<file path="config.mk">
export PLATFORM = sky130hd
export DESIGN_NAME = instr_fetch_unit
export DESIGN_NICKNAME = d
export VERILOG_FILES = /design/src/rtl/cpu_pkg.sv /design/src/rtl/instr_fetch_unit.sv
export SDC_FILE = /design/constraint.sdc
export NUM_CORES = 1
export LEC_CHECK = 0
export CAP_MARGIN = 20
export CORE_MARGIN = 1
export CORE_UTILIZATION = 35
export DETAILED_ROUTE_END_ITERATION = 10
export MAX_ROUTING_LAYER = met4
export PLACE_DENSITY_LB_ADDON = 0.08
export SYNTH_ARGS = -nofsm -noshare
export SYNTH_HDL_FRONTEND = slang
export SYNTH_SLANG_ARGS = --single-unit
</file>
<file path="constraint.sdc">
create_clock -name clk -period 2.2 [get_ports clk]
set_input_delay 0.66 -clock clk [delete_from_list [all_inputs] [get_ports clk]]
set_output_delay 0.66 -clock clk [all_outputs]
set_load 0.02 [all_outputs]
</file>
<file path="src/rtl/cpu_pkg.sv">
// Shared control-unit definitions: fetch FSM encoding, IR field positions, opcodes.
package cpu_pkg;

    typedef enum logic [1:0] {
        IDLE  = 2'b00,
        FETCH = 2'b01,
        HOLD  = 2'b10
    } fetch_state_e;

    localparam int OPC_MSB = 31;
    localparam int OPC_LSB = 27;
    localparam int DST_MSB = 26;
    localparam int DST_LSB = 23;
    localparam int RA_MSB  = 22;
    localparam int RA_LSB  = 19;
    localparam int RB_MSB  = 18;
    localparam int RB_LSB  = 15;

    localparam logic [4:0] OP_MUL = 5'b01100;
    localparam logic [4:0] OP_DIV = 5'b01101;

    function automatic logic [4:0] ir_opcode(input logic [31:0] w);
        return w[OPC_MSB:OPC_LSB];
    endfunction

endpackage

</file>
<file path="src/rtl/instr_fetch_unit.sv">
// Instruction fetch: req/ack memory fetch into ir, valid/ready hand-off to decode,
// branch redirect and sticky timeout detection for memory that never acknowledges.
module instr_fetch_unit
    import cpu_pkg::*;
#(
    parameter logic [31:0] RESET_PC = 32'h0000_0000,
    parameter logic [31:0] PC_INC   = 32'd1,
    parameter int          TIMEOUT  = 15
) (
    input  logic        clk,
    input  logic        clr,
    input  logic        en,
    output logic [31:0] mem_addr,
    output logic        mem_rd,
    input  logic        mem_ack,
    input  logic [31:0] mem_data,
    input  logic        redirect,
    input  logic [31:0] redirect_pc,
    output logic [31:0] ir,
    output logic        ir_valid,
    input  logic        ir_ready,
    output logic [31:0] pc,
    output logic        fetch_err
);

    localparam logic [7:0] WAIT_LAST = 8'(TIMEOUT - 1);

    fetch_state_e state, state_nxt;
    logic [7:0]   wait_cnt;
    logic         ack_take;
    logic         timeout_hit;

    assign ack_take    = (state == FETCH) && mem_ack;
    assign timeout_hit = (state == FETCH) && !mem_ack && (wait_cnt == WAIT_LAST);

    // Request is a pure function of state so an async reset drops it at once.
    assign mem_rd = (state == FETCH);

    always_ff @(posedge clk or negedge clr) begin
        if (!clr) state <= IDLE;
        else      state <= state_nxt;
    end

    always_comb begin
        state_nxt = state;
        case (state)
            IDLE:    if (en && !fetch_err) state_nxt = FETCH;
            FETCH:   begin
                if (mem_ack)          state_nxt = HOLD;
                else if (timeout_hit) state_nxt = IDLE;
            end
            HOLD:    if (ir_ready) state_nxt = en ? FETCH : IDLE;
            default: state_nxt = IDLE;
        endcase
        if (redirect) state_nxt = IDLE;
    end

    always_ff @(posedge clk or negedge clr) begin
        if (!clr) begin
            mem_addr  <= RESET_PC;
            ir        <= '0;
            ir_valid  <= 1'b0;
            pc        <= '0;
            fetch_err <= 1'b0;
            wait_cnt  <= '0;
        end else if (redirect) begin
            // A same-cycle ack or consume is dropped; ir/pc keep the old word.
            mem_addr  <= redirect_pc;
            ir_valid  <= 1'b0;
            fetch_err <= 1'b0;
            wait_cnt  <= '0;
        end else begin
            if (state_nxt == FETCH && state != FETCH)
                wait_cnt <= '0;
            if (ack_take) begin
                ir       <= mem_data;
                pc       <= mem_addr;
                mem_addr <= mem_addr + PC_INC;
                ir_valid <= 1'b1;
                wait_cnt <= '0;
            end else if (timeout_hit) begin
                fetch_err <= 1'b1;
            end else if (state == FETCH) begin
                wait_cnt <= wait_cnt + 8'd1;
            end
            if (state == HOLD && ir_ready)
                ir_valid <= 1'b0;
        end
    end

endmodule

</file>
==> results.toml, run 1 <==
[status]
outcome = "completed"

[floorplan]
die_h_um = 121.2
rows = 43
boundaryPins = 169
die_area_mm2 = 0.01470
initial_core_util = 0.3585
die-width_um = 121.2
coreArea_mm2 = 0.01388

[cts]
ctsHoldBuffers = 0
clkSinkCount = 108
cts_buffer_depth = 2
htree_levels = 3
cts_tree = "yes"
clkLatencyLatePin_ns = 0.35
path_clk_slew_ns = 0.07
cts_resized = 1
cts_buffers = 9
clockRootBuffer = "clkbuf_16"
cts_setup_buffers = 0

[pwr]
p_per_area_mw_per_mm2 = 907.0
vdd_ir_drop_max_uv = 507.1
power_mw = 6.713
leakage_nw = 3.078

[timing]
setup_viol = 0
fin_skew_ns = 0.004564
hold_viol_final = 0
worst_pin_slew_ns = 0.4834
final.setup.worst_slack_ns = 0.06315
period_needed_ns = 2.137
slew_headroom = 0.6777
period_share = 0.9713
clock.fmax_mhz = 468.0
rsz0062_at_grt = "false"
drv_slew = 0

[finish]
final_util = 0.5332
stdcell_area_mm2 = 0.007401
final_layout_size_suffix_gt1_frac = 0.2106
nNetsFinal = 671
syn2layout_area_growth_pct = 48.73

[synthesis]
ys_warn_count = 0
netlist_area_mm2 = 0.004976
synth_cell_types = 46
synth_edf_count = 0
synth-main-ff-cell = "dfrtp_1"
synth_cells = 412
syn-num-nets = 485
seq_area_frac_synth = 0.5431
async_flop_share = 1.000
ys_ff_latch = 108
syn-mean-instance-area_um2 = 12.08

[setup_path]
start_kind = "register"
setup.worst_path.end_class = "output pin"
critPathMaxFanout = 7
endpoint = "mem_addr[3]"
cp.depth = 1
slowest_stage = "clkdlybuf4s50_1"
crit-reg2reg-launch = "state[1]"
crit_type = "reg -> out"
rr_worst_depth = 6
crit_buf_inv = 1
cpPeakStageDelay_ns = 0.66
reg2reg_setup_slack_ns = 0.31
r2r_end = "pc[23]"
crit_chain = "clkdlybuf4s50_1"
arrival_ns = 1.48
critical-path-top-delay-family = "buffers and inverters"
required_ns = 1.54
crit_start = "mem_addr[3]"

[drt]
wl_per_cell_um = 15.58
routed_via_density = 4.760
dr.pass1.iters = 4
drc = 0
drt-initial-drc-count = 115
vias = 3732
ant_nets = 0
routed_wl_um = 12210

[placement]
post-place-ws_ns = -0.3536
postPlaceCellArea_mm2 = 0.007033
place.gp.congestion = 0.8641
port_buffers = 168
dp_hpwl_um = 9212

[grt]
grt_overflow_total = 0
grt_pass1_wl_um = 19910
grt_pass1_vias = 3819
antenna_found_initial = 1
grt_usage = 0.1822
grt_start_max_net_pins = 49

[worst_hold_path]
holdCritPathClass = "in -> async"

[run]
max_cap_viol_count = 0
-- cells in the mapped netlist, types with 3 or more instances --
cell type / count / area share
o21ai_1: 11 / 0.011
xnor2_1: 28 / 0.049
mux2_2: 59 / 0.13
inv_1: 8 / 0.0060
nand3_1: 5 / 0.0050
buf_4: 6 / 0.0091
o21ai_0: 20 / 0.020
nor4_4: 3 / 0.013
nand2b_1: 3 / 0.0038
ha_1: 3 / 0.0075
buf_2: 3 / 0.0030
and4_1: 5 / 0.0088
dfrtp_1: 108 / 0.54
nor4_1: 3 / 0.0038
mux2_1: 8 / 0.018
nor3_1: 4 / 0.0040
a21oi_1: 9 / 0.0091
and2_1: 5 / 0.0063
and3_1: 4 / 0.0050
nand2_1: 45 / 0.034
xor2_1: 6 / 0.011
nor3_2: 4 / 0.0080
nor2_1: 24 / 0.018
nand4_1: 4 / 0.0050
clkbuf_1: 7 / 0.0053
-- logic make-up after synthesis --
kind of cell / Yosys count / share of synthesized area
xor+xnor: 34 / 0.05984
buf+inv: 27 / 0.02866
simple gates: 127 / 0.1564
compound gates: 45 / 0.05079
fa+ha+maj: 3 / 0.007544
mux: 68 / 0.1536
flops: 108 / 0.5431
-- power breakdown --
| group | internal [mW] | leakage, nW | switching [mW] |
|---|---|---|---|
| logic | 1.17 | 1.57 | 0.987 |
| clock network | 1.17 | 0.173 | 0.702 |
| registers | 2.41 | 1.34 | 0.271 |
-- per-layer routing --
metal,global-route usage,part of all wire
met1,0.2153,0.42
met2,0.3061,0.52
met3,0.05122,0.050
met4,0.04552,0.011
met5,-,0
-- metrics by stage --
stage,hold slack (ns),cells,TNS [ns]
6_report,0.2702,784,0
2_1_floorplan,0.3644,412,0
3_3_place_gp,0.4666,767,-12.71
3_5_place_dp,0.4784,767,-14.68
5_1_grt,0.2877,784,0
4_1_cts,0.2807,783,0
-- worst min-delay path by stage --
stage,from,endpoint,slack [ns]
floorplan,clr,fetch_err,0.36
global placement,ir[13],ir[13],0.47
detailed placement,pc[26],pc[26],0.48
CTS,clr,mem_addr[13],0.28
global route,clr,pc[14],0.29
finish,clr,pc[13],0.27
-- placed cells by master, fill, tap and decap left out, drive strengths merged, types with 2 or more instances in the layout --
cell,netlist,final
a21oi,9,9
and2,5,5
and3,4,4
and4,5,5
buf,12,28
bufinv,0,3
clkbuf,7,12
clkdlybuf4s50,0,162
dfrtp,108,108
dlymetal6s2s,0,3
ha,3,3
inv,8,8
mux2,67,67
nand2,46,46
nand2b,3,3
nand3,5,5
nand4,8,8
nor2,25,25
nor2b,2,2
nor3,8,8
nor4,7,7
nor4b,2,2
o21ai,32,32
or3b,2,2
xnor2,28,28
xor2,6,6
-- layout make-up --
type	count	area [um2]
fillers	1250	6480
inverters	8	30.03
multi-input cells	277	2137
flip-flops and latches	108	2704
clock buffers	12	256.5
diodes	1	2.502
well taps	180	225.2
repair buffers	194	1951
clock inverters	4	95.09
-- state kept, by name (all words and copies together) (netlist names) --
signal     count
wait_cnt       8
mem_addr      32
pc            32
ir_valid       1
fetch_err      1
state          2
ir            32
Note: power is estimated with default switching activity, not from simulation.
==> inputs of run 2 (changes only) <==
CORE_MARGIN = 5   (was 1)
==> run 2 against run 1 <==
- hold slack better by 0.031 ns
- first-iteration DRC count fell by 12%
- sequential share of layout area grew 0.70 points
- largest cell class unchanged
- die area rose by 14%
- sequential cell count stayed put
- highest routed layer unchanged
- fmax shrank 0.19%
- core utilization fell by 1.2 points
- setup slack worse by 0.0040 ns
- clock skew increased by 0.0016 ns
- final area decreased by 1.9%
- register-to-register slack barely moved
- critical path depth is the same
==> results.toml, run 2 (synthesis results as in run 1) <==
[floorplan]
initial_core_util = 0.3571
boundaryPins = 169
die_h_um = 129.2
die_area_mm2 = 0.01670
rows = 43
coreArea_mm2 = 0.01393
die-width_um = 129.2

[cts]
clkLatencyLatePin_ns = 0.35
cts_tree = "yes"
cts_buffers = 9
path_clk_slew_ns = 0.07
clockRootBuffer = "clkbuf_16"
clkSinkCount = 108
htree_levels = 3
ctsHoldBuffers = 0
cts_buffer_depth = 2

[timing]
drv_slew = 0
hold_viol_final = 0
rsz0062_at_grt = "false"
fin_skew_ns = 0.006185
clock.fmax_mhz = 467.1
setup_viol = 0
worst_pin_slew_ns = 0.3390
slew_headroom = 0.7719
holdWs_ns = 0.3007
period_needed_ns = 2.141
period_share = 0.9731
setup-tns-final_ns = 0

[run]
max_cap_viol_count = 0

[drt]
routed_via_density = 4.778
dr_wl_met2_um = 6360
top_layer = "met4"
wl_met3_um = 756
m1WireLength_um = 5423
vias = 3717
wl_per_cell_um = 16.49
ant_nets = 0
drc = 0
dr.pass1.iters = 4
routed_wl_um = 12830
drt-initial-drc-count = 101

[setup_path]
start_kind = "register"
arrival_ns = 1.48
critical-path-top-delay-family = "buffers and inverters"
required_ns = 1.54
crit_buf_inv = 1
slowest_stage = "clkdlybuf4s50_1"
critPathMaxFanout = 7
crit_chain = "clkdlybuf4s50_1"
crit_type = "reg -> out"
crit_start = "mem_addr[14]"
cpPeakStageDelay_ns = 0.65
rr_worst_depth = 6
setup.worst_path.end_class = "output pin"
reg2reg_setup_slack_ns = 0.31
r2r_end = "mem_addr[21]"
crit-reg2reg-launch = "mem_addr[8]"

[placement]
postPlaceCellArea_mm2 = 0.006958
port_buffers = 168
dp_hpwl_um = 9568
place.gp.congestion = 0.8018

[finish]
stdcell_area_mm2 = 0.007258
final_layout_size_suffix_gt1_frac = 0.1990
fillers = 1228
top_regs = "ir x32, mem_addr x32, pc x32"
nNetsFinal = 667
syn2layout_area_growth_pct = 45.86
final_util = 0.5209
mostFrequentLayoutCells = "clkdlybuf4s50_1, dfrtp_1, mux2_2, nand2_1, xnor2_1"
final_common_cell = "clkdlybuf4s50_1"
antenna_cells = 0

[status]
outcome = "completed"

[grt]
grt_overflow_total = 0
grt_start_max_net_pins = 59
antenna_found_initial = 0
grt_usage = 0.1628
grt_pass1_wl_um = 20800
grt_pass1_vias = 4009

[pwr]
leakage_nw = 3.021
p_per_area_mw_per_mm2 = 889.7
power_mw = 6.457
vdd_ir_drop_max_uv = 452.8

[worst_hold_path]
holdCritPathClass = "in -> async"
## run 2: per-stage QoR
step / cells / setup slack [ns]
after floorplan: 412 / 0.3291
after global placement: 762 / -0.2807
after detailed placement: 762 / -0.3341
after CTS: 777 / 0.01383
after global routing: 778 / 0.01003
final: 778 / 0.05914
## run 2: final cells by class
cell class | count | area (um2) | share of cell area
well taps | 180 | 225.2 | 0.03103
clock buffers | 13 | 250.2 | 0.03448
inverters | 8 | 30.03 | 0.004137
flip-flops and latches | 108 | 2703 | 0.3723
multi-input cells | 277 | 2133 | 0.2939
clock inverters | 2 | 35.03 | 0.004827
repair buffers | 190 | 1882 | 0.2593
## run 2: power by group
group | internal, mW | switching (mW) | total (mW)
logic | 1.16 | 0.996 | 2.16
registers | 2.41 | 0.269 | 2.68
clock network | 0.909 | 0.714 | 1.62
## run 2: worst max path at each step
stage                               to  slack, ns  cells past startpoint
after CTS                 mem_addr[23]       0.01                      1
after global routing       mem_addr[3]       0.01                      1
after floorplan           mem_addr[24]       0.33                      5
after detailed placement   wait_cnt[3]      -0.33                      6
after global placement    mem_addr[26]      -0.28                      7
final                     mem_addr[14]       0.06                      1
## run 2: repair_timing
action / in CTS / in global routing
resized for setup: 2 / 4
cloned: 0 / 0
buffers inserted: 0 / 1
endpoints found under the setup margin: 2 / 6
## run 2: per-layer routing
metal,track usage,vias up
met5,-,-
met4,0.06424,0
met3,0.03710,17
met2,0.2674,94
met1,0.1946,1812
li1,-,1794
==> inputs of run 3 (changes only) <==
CTS_CLUSTER_DIAMETER = 150   (was not set)
CTS_CLUSTER_SIZE = 25   (was not set)
==> results of run 3 <==
Same layout as run 2: the final DEF is identical, and so are final timing and power.
